$ cat src/rtl/cam_rgb565_capture.sv
// cam_rgb565_capture
//   Deserialises a vsync/href framed RGB565 byte stream into 8-bit R/G/B
//   pixels with a one-cycle done_o strobe, pixel coordinates, frame
//   start/done pulses and a sticky format-error flag.
//
//   Ports:
//     clk, rst                 clock, asynchronous active-high reset
//     cam_vsync_i              frame sync (high during vertical blanking)
//     cam_href_i               line valid (high during active bytes)
//     cam_byte_en_i            one-cycle strobe, cam_data_i valid
//     cam_data_i[7:0]          camera byte
//     red_o/green_o/blue_o     expanded 8-bit colour of the last pixel
//     done_o                   one-cycle pixel valid
//     x_o[XW-1:0], y_o[YW-1:0] coordinates of the pixel on the colour outputs
//     frame_start_o            pulse on vsync falling edge
//     frame_done_o             pulse on vsync rising edge after an active frame
//     err_o                    sticky format error, cleared at frame start
//
//   Build option: CAM_BYTE_SWAP_EN - when defined the first byte of each pair
//   is the low byte and the second the high byte.

module cam_rgb565_capture #(
    parameter int unsigned IMG_WIDTH  = 640,
    parameter int unsigned IMG_HEIGHT = 480,
    parameter int unsigned XW         = 10,
    parameter int unsigned YW         = 9
) (
    input  logic          clk,
    input  logic          rst,
    input  logic          cam_vsync_i,
    input  logic          cam_href_i,
    input  logic          cam_byte_en_i,
    input  logic [7:0]    cam_data_i,
    output logic [7:0]    red_o,
    output logic [7:0]    green_o,
    output logic [7:0]    blue_o,
    output logic          done_o,
    output logic [XW-1:0] x_o,
    output logic [YW-1:0] y_o,
    output logic          frame_start_o,
    output logic          frame_done_o,
    output logic          err_o
);

    localparam logic [XW-1:0] X_END = XW'(IMG_WIDTH);
    localparam logic [YW-1:0] Y_END = YW'(IMG_HEIGHT);

    typedef enum logic [1:0] {
        S_SYNC    = 2'd0,
        S_VBLANK  = 2'd1,
        S_ACTIVE  = 2'd2
    } state_t;

    state_t        state_q, state_d;
    logic          vsync_q, vsync_d;
    logic          href_q, href_d;
    logic          phase_q, phase_d;
    logic [7:0]    hold_q, hold_d;
    logic [XW-1:0] x_q, x_d;
    logic [YW-1:0] y_q, y_d;
    logic [7:0]    red_q, red_d;
    logic [7:0]    green_q, green_d;
    logic [7:0]    blue_q, blue_d;
    logic          done_q, done_d;
    logic [XW-1:0] x_out_q, x_out_d;
    logic [YW-1:0] y_out_q, y_out_d;
    logic          frame_start_q, frame_start_d;
    logic          frame_done_q, frame_done_d;
    logic          err_q, err_d;

    // Pixel assembly from the held byte and the current byte
    logic [7:0] pix_hi;
    logic [7:0] pix_lo;
    logic [4:0] r5;
    logic [5:0] g6;
    logic [4:0] b5;

`ifdef CAM_BYTE_SWAP_EN
    assign pix_hi = cam_data_i;
    assign pix_lo = hold_q;
`else
    assign pix_hi = hold_q;
    assign pix_lo = cam_data_i;
`endif

    assign r5 = pix_hi[7:3];
    assign g6 = {pix_hi[2:0], pix_lo[7:5]};
    assign b5 = pix_lo[4:0];

    logic vsync_rise;
    logic vsync_fall;
    logic href_fall;
    logic byte_ok;

    assign vsync_rise = ~vsync_q & cam_vsync_i;
    assign vsync_fall = vsync_q & ~cam_vsync_i;
    assign href_fall  = href_q & ~cam_href_i;
    assign byte_ok    = cam_href_i & cam_byte_en_i;

    // Next-state and output computation
    always_comb begin
        state_d       = state_q;
        vsync_d       = cam_vsync_i;
        href_d        = cam_href_i;
        phase_d       = phase_q;
        hold_d        = hold_q;
        x_d           = x_q;
        y_d           = y_q;
        red_d         = red_q;
        green_d       = green_q;
        blue_d        = blue_q;
        done_d        = 1'b0;
        x_out_d       = x_out_q;
        y_out_d       = y_out_q;
        frame_start_d = 1'b0;
        frame_done_d  = 1'b0;
        err_d         = err_q;

        case (state_q)
            // Wait for blanking so a partial frame after reset is never captured
            S_SYNC: begin
                if (cam_vsync_i) begin
                    state_d = S_VBLANK;
                end
            end

            S_VBLANK: begin
                if (vsync_fall) begin
                    state_d       = S_ACTIVE;
                    frame_start_d = 1'b1;
                    err_d         = 1'b0;
                    x_d           = '0;
                    y_d           = '0;
                    phase_d       = 1'b0;
                end
            end

            S_ACTIVE: begin
                if (vsync_rise) begin
                    // End of frame wins over any byte on this cycle
                    state_d      = S_VBLANK;
                    frame_done_d = 1'b1;
                    phase_d      = 1'b0;
                    if ((y_q != Y_END) || cam_href_i) begin
                        err_d = 1'b1;
                    end
                end else begin
                    if (byte_ok) begin
                        if (!phase_q) begin
                            hold_d  = cam_data_i;
                            phase_d = 1'b1;
                        end else begin
                            phase_d = 1'b0;
                            if ((x_q < X_END) && (y_q < Y_END)) begin
                                done_d  = 1'b1;
                                red_d   = {r5, r5[4:2]};
                                green_d = {g6, g6[5:4]};
                                blue_d  = {b5, b5[4:2]};
                                x_out_d = x_q;
                                y_out_d = y_q;
                                x_d     = x_q + XW'(1);
                            end else begin
                                err_d = 1'b1;
                            end
                        end
                    end
                    // Line end rules see the result of any capture above
                    if (href_fall) begin
                        if (phase_d || (x_d != X_END)) begin
                            err_d = 1'b1;
                        end
                        phase_d = 1'b0;
                        x_d     = '0;
                        if (y_q != Y_END) begin
                            y_d = y_q + YW'(1);
                        end
                    end
                end
            end

            default: begin
                state_d = S_SYNC;
            end
        endcase
    end

    // State and output registers
    always_ff @(posedge clk or posedge rst) begin
        if (rst) begin
            state_q       <= S_SYNC;
            vsync_q       <= 1'b0;
            href_q        <= 1'b0;
            phase_q       <= 1'b0;
            hold_q        <= '0;
            x_q           <= '0;
            y_q           <= '0;
            red_q         <= '0;
            green_q       <= '0;
            blue_q        <= '0;
            done_q        <= 1'b0;
            x_out_q       <= '0;
            y_out_q       <= '0;
            frame_start_q <= 1'b0;
            frame_done_q  <= 1'b0;
            err_q         <= 1'b0;
        end else begin
            state_q       <= state_d;
            vsync_q       <= vsync_d;
            href_q        <= href_d;
            phase_q       <= phase_d;
            hold_q        <= hold_d;
            x_q           <= x_d;
            y_q           <= y_d;
            red_q         <= red_d;
            green_q       <= green_d;
            blue_q        <= blue_d;
            done_q        <= done_d;
            x_out_q       <= x_out_d;
            y_out_q       <= y_out_d;
            frame_start_q <= frame_start_d;
            frame_done_q  <= frame_done_d;
            err_q         <= err_d;
        end
    end

    assign red_o         = red_q;
    assign green_o       = green_q;
    assign blue_o        = blue_q;
    assign done_o        = done_q;
    assign x_o           = x_out_q;
    assign y_o           = y_out_q;
    assign frame_start_o = frame_start_q;
    assign frame_done_o  = frame_done_q;
    assign err_o         = err_q;

endmodule

$ cat config.mk
export PLATFORM = sky130hd
export DESIGN_NAME = cam_rgb565_capture
export DESIGN_NICKNAME = d
export VERILOG_FILES = /design/src/rtl/cam_rgb565_capture.sv
export SDC_FILE = /design/constraint.sdc
export NUM_CORES = 1
export LEC_CHECK = 0
export ABC_AREA = 0
export CORE_UTILIZATION = 47
export DETAILED_ROUTE_END_ITERATION = 6
export PLACE_DENSITY = 0.76
export SYNTH_ARGS = -nofsm -noshare
export SYNTH_HDL_FRONTEND = slang
export SYNTH_SLANG_ARGS = --single-unit
$ cat constraint.sdc
create_clock -name clk -period 2.24 [get_ports clk]
set_clock_uncertainty 0.15 [all_clocks]
set_input_delay 0.224 -clock clk [delete_from_list [all_inputs] [get_ports clk]]
set_output_delay 0.224 -clock clk [all_outputs]
set_load 0.05 [all_outputs]
==> flow_metrics.tcl, run 1 <==
set metrics [dict create \
    maxCapViolCount 0 \
    worst_slew_pin_slew_ns 0.528 \
    place.port_buffers 59 \
    holdBufCountCts 0 \
    final_hold_viol_count 0 \
    cts_buffer_depth 2 \
    ir_drop_v 0.000433 \
    core_area_um2 6460 \
    firstDrtPassIters 6 \
    clkSlewWorstSetupHoldPaths_ns 0.09 \
    grt_util_met3_pct 5.90 \
    mappedNetlistArea_um2 3200 \
    max_slew_margin_pct 64.7 \
    slowest_stage "or4_1" \
    antenna_cells 0 \
    ys_seq_elements 71 \
    totalWireLength_um 7240 \
    vias 2399 \
    fin_setup_tns_ns 0 \
    p_sw_share_pct 27.5 \
    setup_violations 0 \
    cp.arrival_ns 2.27 \
    seq_area_um2 1780 \
    h-tree-depth 3 \
    grt_usage_pct 21.3 \
    route.detailed.drc 6 \
    synth_edf_count 0 \
    fmax_mhz 458 \
    violations "DRC" \
    syn2layout_area_growth_pct 38.8 \
    nNetsFinal 378 \
    cp_max_fo 4 \
    grt.met1_usage_pct 28.1 \
    cts_tree "built" \
    async_flop_share_pct 100 \
    synth_cells 262 \
    fin_area_um2 4440 \
    die_area_um2 7140 \
    p_switching_uw 793 \
    status "complete, but fails checks" \
    seq_area_frac_synth_pct 55.6 \
    multiInputGateArea_um2 1360 \
    fill_cells 466 \
    cp_slowest_stage_delay_ns 0.52 \
    min_period_ns 2.19 \
    comb_power_share_pct 14.0 \
    row_count 29 \
    grt_antenna_before_repair 0 \
    synth_fp_nets 278 \
    cts-root-buf "clkbuf_8" \
    post_drt_via_cell_ratio 5.40 \
    ant_nets 0 \
    overflow 0 \
    synth_warnings 0 \
    seqPwrFrac_pct 49.4 \
    synth_cell_type_count 46 \
    grt_max_degree 37 \
    place_hpwl_um 5050 \
    gp_congestion 0.903 \
    numCtsBuffers 9 \
    p_clk_share_pct 36.6 \
    grt_pass1_wl_um 11800 \
    busiest_layer "met2" \
    fp.dieW_um 84.5 \
    use_met2_pct 34.7 \
    drt_iter0_markers 130 \
    crit_path_start_kind "flop" \
    pre_cts_slack_ns -0.373 \
    endpoint_kind "flop" \
    initial_core_util_pct 49.5 \
    dieHeight_um 84.5 \
    fin_crit_sh_pct 97.6 \
    cp_top_family "simple AND/OR/NAND/NOR gates" \
    p_leak_nw 2.09 \
    clock_latency_ns 0.35 \
    cp_cell_sequence "ha_4 > and3_1 > nand4_1 > xor2_1 > nand3_1 > or4_1 > o31a_1" \
    syn_area_per_cell_um2 12.2 \
    io_pins 60 \
    wl_per_cell_um 16.3 \
    rrSetupSlack_ns 0.05 \
    required_ns 2.33 \
    grt_pass1_vias 2423 \
    powerDensity_nw_per_um2 649 \
    hp-class "primary input to asynchronous set/reset pin" \
    path_class "flop to flop" \
    cp.buffers_inverters 0 \
    synthFlopType "dfrtp_1" \
    finalMaxSlewViolations 0 \
    cts.sinks 71 \
    rsz0062_at_grt "yes" \
    internal-power_mw 2.09 \
    drive_gt1_share_pct 33.2 \
    postPlaceCellArea_um2 4140 \
    power_mw 2.88 \
    setup_slack_ns 0.0543 \
]
## sequential cells by signal, summed over array words and instances, names as in the netlist
| register | count |
|---|---|
| x_q | 10 |
| frame_start_o | 1 |
| x_o | 10 |
| href_q | 1 |
| frame_done_o | 1 |
| y_o | 9 |
| done_o | 1 |
| y_q | 9 |
| vsync_q | 1 |
| phase_q | 1 |
| green_o | 6 |
| state_q | 2 |
| blue_o | 5 |
| red_o | 5 |
| hold_q | 8 |
| err_o | 1 |
## worst register-to-register path, delay by kind of cell (launching register included)
| kind | cells | cell delay (ns) |
|---|---|---|
| compound gates | 1 | 0.25 |
| xor+xnor | 1 | 0.18 |
| fa+ha+maj | 1 | 0.17 |
| flops | 1 | 0.42 |
| simple gates | 4 | 0.92 |
## metrics by stage
step                hold WS [ns]  util, %  std cells
floorplan                  0.105        -        262
global placement           0.320     64.1        425
global route             0.00518     68.7        444
finish                   0.00810     68.7        444
detailed placement         0.338     64.1        425
CTS                       0.0136     67.5        441
## power by group through the flow
| stage | logic, mW | registers, mW | clock network (mW) |
|---|---|---|---|
| final | 0.404 | 1.42 | 1.05 |
| after global routing | 0.435 | 1.44 | 1.13 |
| after CTS | 0.399 | 1.42 | 1.08 |
| after detailed placement | 0.395 | 1.45 | 0 |
| after global placement | 0.387 | 1.44 | 0 |
| after floorplan | 0.197 | 1.49 | 0 |
## worst paths after layout
| check | cells after the start | end | startpoint |
|---|---|---|---|
| max | 7 | err_o$_DFFE_PP0P_ | x_q[0]$_DFFE_PP0P_ |
| min | 2 | green_o[2]$_DFFE_PP0P_ | rst |
| max reg2reg | 7 | err_o$_DFFE_PP0P_ | x_q[0]$_DFFE_PP0P_ |
| min reg2reg | 1 | state_q[0]$_DFFE_PP0P_ | state_q[1]$_DFFE_PP0P_ |
| max in group asynchronous | 3 | x_q[3]$_DFFE_PP0P_ | rst |
| min in group clk | 1 | href_q$_DFF_PP0_ | cam_href_i |
## Yosys cell counts, drive strengths merged, types with 4 or more instances
cell type	instances	area (µm²)
and3	9	61.3
o31ai	4	30.0
a21oi	5	25.0
nand2	13	48.8
nand3	6	30.0
nor2	14	52.6
buf	13	87.6
mux2	44	495
xor2	7	61.3
dfrtp	71	1780
inv	6	22.5
nand4	7	50.1
and2	4	25.0
xnor2	5	43.8
o21ai	15	75.1
## layer usage
layer / part of all wire, % / vias to the layer above
met5: 0 / -
met4: 1.6 / 0
met3: 5.3 / 15
met2: 48 / 58
met1: 45 / 1191
li1: - / 1135
## cell usage in the layout, fill, tap and decap left out, drive strengths merged, types with 3 or more instances in the layout
cell type | netlist | layout
clkdlybuf4s50 | 0 | 58
and2 | 4 | 4
o31ai | 4 | 4
xor2 | 7 | 7
nand2b | 3 | 3
nand4 | 7 | 7
o21ai | 15 | 15
nand3 | 6 | 6
mux2 | 44 | 44
clkinv | 0 | 5
nor2b | 3 | 3
nand2 | 13 | 13
xnor2 | 5 | 5
ha | 3 | 3
clkbuf | 3 | 9
nor2 | 14 | 14
and3 | 9 | 9
a21oi | 5 | 5
buf | 13 | 46
inv | 6 | 7
nor3 | 3 | 3
dfrtp | 71 | 71
## timing repair
| action | in CTS | in global routing |
|---|---|---|
| gates resized for setup | 2 | 13 |
| endpoints found under the setup margin | 27 | 36 |
| pin swaps | 0 | 9 |
| setup buffers | 0 | 3 |
| gates cloned | 0 | 0 |
## final cells by class
| class | instances | area share [%] |
|---|---|---|
| timing repair buffer | 105 | 22.0 |
| clock buffer | 9 | 2.79 |
| tap | 77 | 2.17 |
| inverter | 6 | 0.507 |
| multi-input combinational | 169 | 30.6 |
| clock inverter | 7 | 1.86 |
| sequential | 71 | 40.1 |
## kinds of logic after synthesis
group | Yosys count | share of synthesized area (%)
simple gates | 72 | 13.1
xor+xnor | 12 | 3.29
mux | 45 | 15.8
compound gates | 37 | 7.32
buf+inv | 22 | 3.79
flops | 71 | 55.6
fa+ha+maj | 3 | 1.17
No activity file was read; power rests on OpenSTA's default activity.
==> run 2: changes to the inputs <==
--- a/config.mk
+++ b/config.mk
@@ -6,6 +6,8 @@
 export NUM_CORES = 1
 export LEC_CHECK = 0
 export ABC_AREA = 0
+export ABC_CLOCK_PERIOD_IN_PS = 2240
+export CORE_ASPECT_RATIO = 2
 export CORE_UTILIZATION = 47
 export DETAILED_ROUTE_END_ITERATION = 6
 export PLACE_DENSITY = 0.76
==> run 2 against run 1 <==
Compared with the run above:
- count of clock-buffer cells in the layout is 1 higher
- setup slack worse by 0.0027 ns
- wire length increased by 12%
- maximum frequency fell by 0.12%
- critical path depth unchanged
- first-iteration DRC count fell by 33%
- worst hold slack gained 0.16 ns
- the run now ends clean
- clock power increased by 27%
- sequential power about the same
==> flow_metrics.tcl, run 2 (synthesis gave the netlist of run 1 again) <==
set metrics [dict create \
    fin_crit_sh_pct 97.7 \
    ir_drop_v 0.000598 \
    slowest_stage "or4_1" \
    maxCapViolCount 0 \
    syn2layout_area_growth_pct 40.6 \
    cts.sinks 71 \
    grt_pass1_vias 2519 \
    final_cell_mix "dfrtp_1 (71), clkdlybuf4s50_1 (59), mux2_2 (44)" \
    clkSlewWorstSetupHoldPaths_ns 0.06 \
    grt_max_degree 39 \
    grt_antenna_before_repair 0 \
    max_slew_margin_pct 62.7 \
    path_class "flop to flop" \
    fin_setup_tns_ns 0 \
    rr_endpoint "err_o$_DFFE_PP0P_" \
    grt_pass1_wl_um 12300 \
    setup_violations 0 \
    fp.dieW_um 60.3 \
    firstDrtPassIters 4 \
    min_period_ns 2.19 \
    place.port_buffers 59 \
    p_leak_nw 2.10 \
    wl_per_cell_um 17.8 \
    cp_slowest_stage_delay_ns 0.49 \
    totalWireLength_um 8090 \
    worst_slew_pin_slew_ns 0.558 \
    finalMaxSlewViolations 0 \
    place_hpwl_um 5720 \
    dieHeight_um 119 \
    hp-class "primary input to asynchronous set/reset pin" \
    dp_cells 435 \
    status "completed" \
    endpoint_kind "flop" \
    row_count 42 \
    numCtsBuffers 9 \
    final_cell_count_no_fill 454 \
    vias 2467 \
    initial_core_util_pct 48.7 \
    h-tree-depth 3 \
    drt_iter0_markers 87 \
    setup_slack_ns 0.0516 \
    r2r_start "y_q[7]$_DFFE_PP0P_" \
    powerDensity_nw_per_um2 699 \
    cp.arrival_ns 2.25 \
    nNetsFinal 377 \
    cp.buffers_inverters 1 \
    cp_top_family "simple AND/OR/NAND/NOR gates" \
    cts_tree "built" \
    grt_usage_pct 24.1 \
    die_area_um2 7160 \
    post_drt_via_cell_ratio 5.43 \
    final_hold_viol_count 0 \
    crit_path_start_kind "flop" \
    cp_cell_sequence "buf_4 > nand4_2 > and4_4 > and3_4 > xor2_1 > or4_1 > o31a_1" \
    pre_cts_slack_ns -0.300 \
    required_ns 2.30 \
    cts-root-buf "clkbuf_16" \
    io_pins 60 \
    fmax_mhz 457 \
    clock_latency_ns 0.33 \
    core_area_um2 6570 \
    rrSetupSlack_ns 0.05 \
    gp_congestion 0.918 \
    fin_hold_ws_ns 0.166 \
    cts_buffer_depth 2 \
    overflow 0 \
    layout_commonest_cell "dfrtp_1" \
    postLayoutCoreUtil_pct 68.5 \
    ant_nets 0 \
    drive_gt1_share_pct 33.3 \
    rsz0062_at_grt "yes" \
    antenna_cells 0 \
    route.detailed.drc 0 \
    cp_max_fo 4 \
    reg2reg_depth 7 \
]
run 2: changes by cell type in the layout (fill, tap and decap cells not counted), sizes merged:
cell,before,now
clkinvlp,0,3
clkbuf,9,11
clkinv,5,2
dlymetal6s2s,1,0
bufinv,1,0
clkdlybuf4s50,58,59
buf,46,44
run 2: tightest hold or removal path, delay by kind of cell:
| kind | cells | cell delay (ns) |
|---|---|---|
| buf+inv | 3 | 0.86 |
run 2: worst max-delay path by stage:
stage,from,endpoint,slack (ns),cells after the start
floorplan,y_q[8]$_DFFE_PP0P_,err_o$_DFFE_PP0P_,0.04,6
global placement,cam_href_i,err_o$_DFFE_PP0P_,-0.28,7
detailed placement,cam_href_i,err_o$_DFFE_PP0P_,-0.30,7
CTS,x_q[7]$_DFFE_PP0P_,err_o$_DFFE_PP0P_,0.006,6
global route,x_q[1]$_DFFE_PP0P_,err_o$_DFFE_PP0P_,-0.03,7
finish,y_q[7]$_DFFE_PP0P_,err_o$_DFFE_PP0P_,0.05,7
run 2: where the power goes:
group	internal, mW	switching [mW]
Sequential	1.37	0.0571
Clock	0.782	0.545
Combinational	0.174	0.211
Total	2.33	0.813
run 2: timing repair:
item | in CTS | in global routing
cloned | 0 | 2
resized for setup | 3 | 6
setup buffers | 1 | 0
hold buffers | 0 | 0
pin swaps | 2 | 2
setup endpoints to repair | 1 | 38
run 2: through the flow:
stage | area, µm² | total power, mW
after floorplan | 3200 | 1.69
after global placement | 4130 | 1.82
after detailed placement | 4130 | 1.84
after CTS | 4440 | 3.18
after global routing | 4500 | 3.28
final | 4500 | 3.14
run 2: area by class of cell:
class,instances,area (µm²)
Clock inverter,6,45.0
Multi-Input combinational cell,169,1340
Timing Repair Buffer,104,962
Sequential cell,71,1780
Inverter,6,22.5
Tap cell,88,110
Clock buffer,10,239
Fill cell,497,2070
run 2: metal layers:
layer	wire (µm)	up-vias	global-route usage (%)
li1	-	1140	-
met1	2780	1221	24.6
met2	4590	70	41.6
met3	267	36	5.58
met4	452	0	14.8
met5	0	-	0
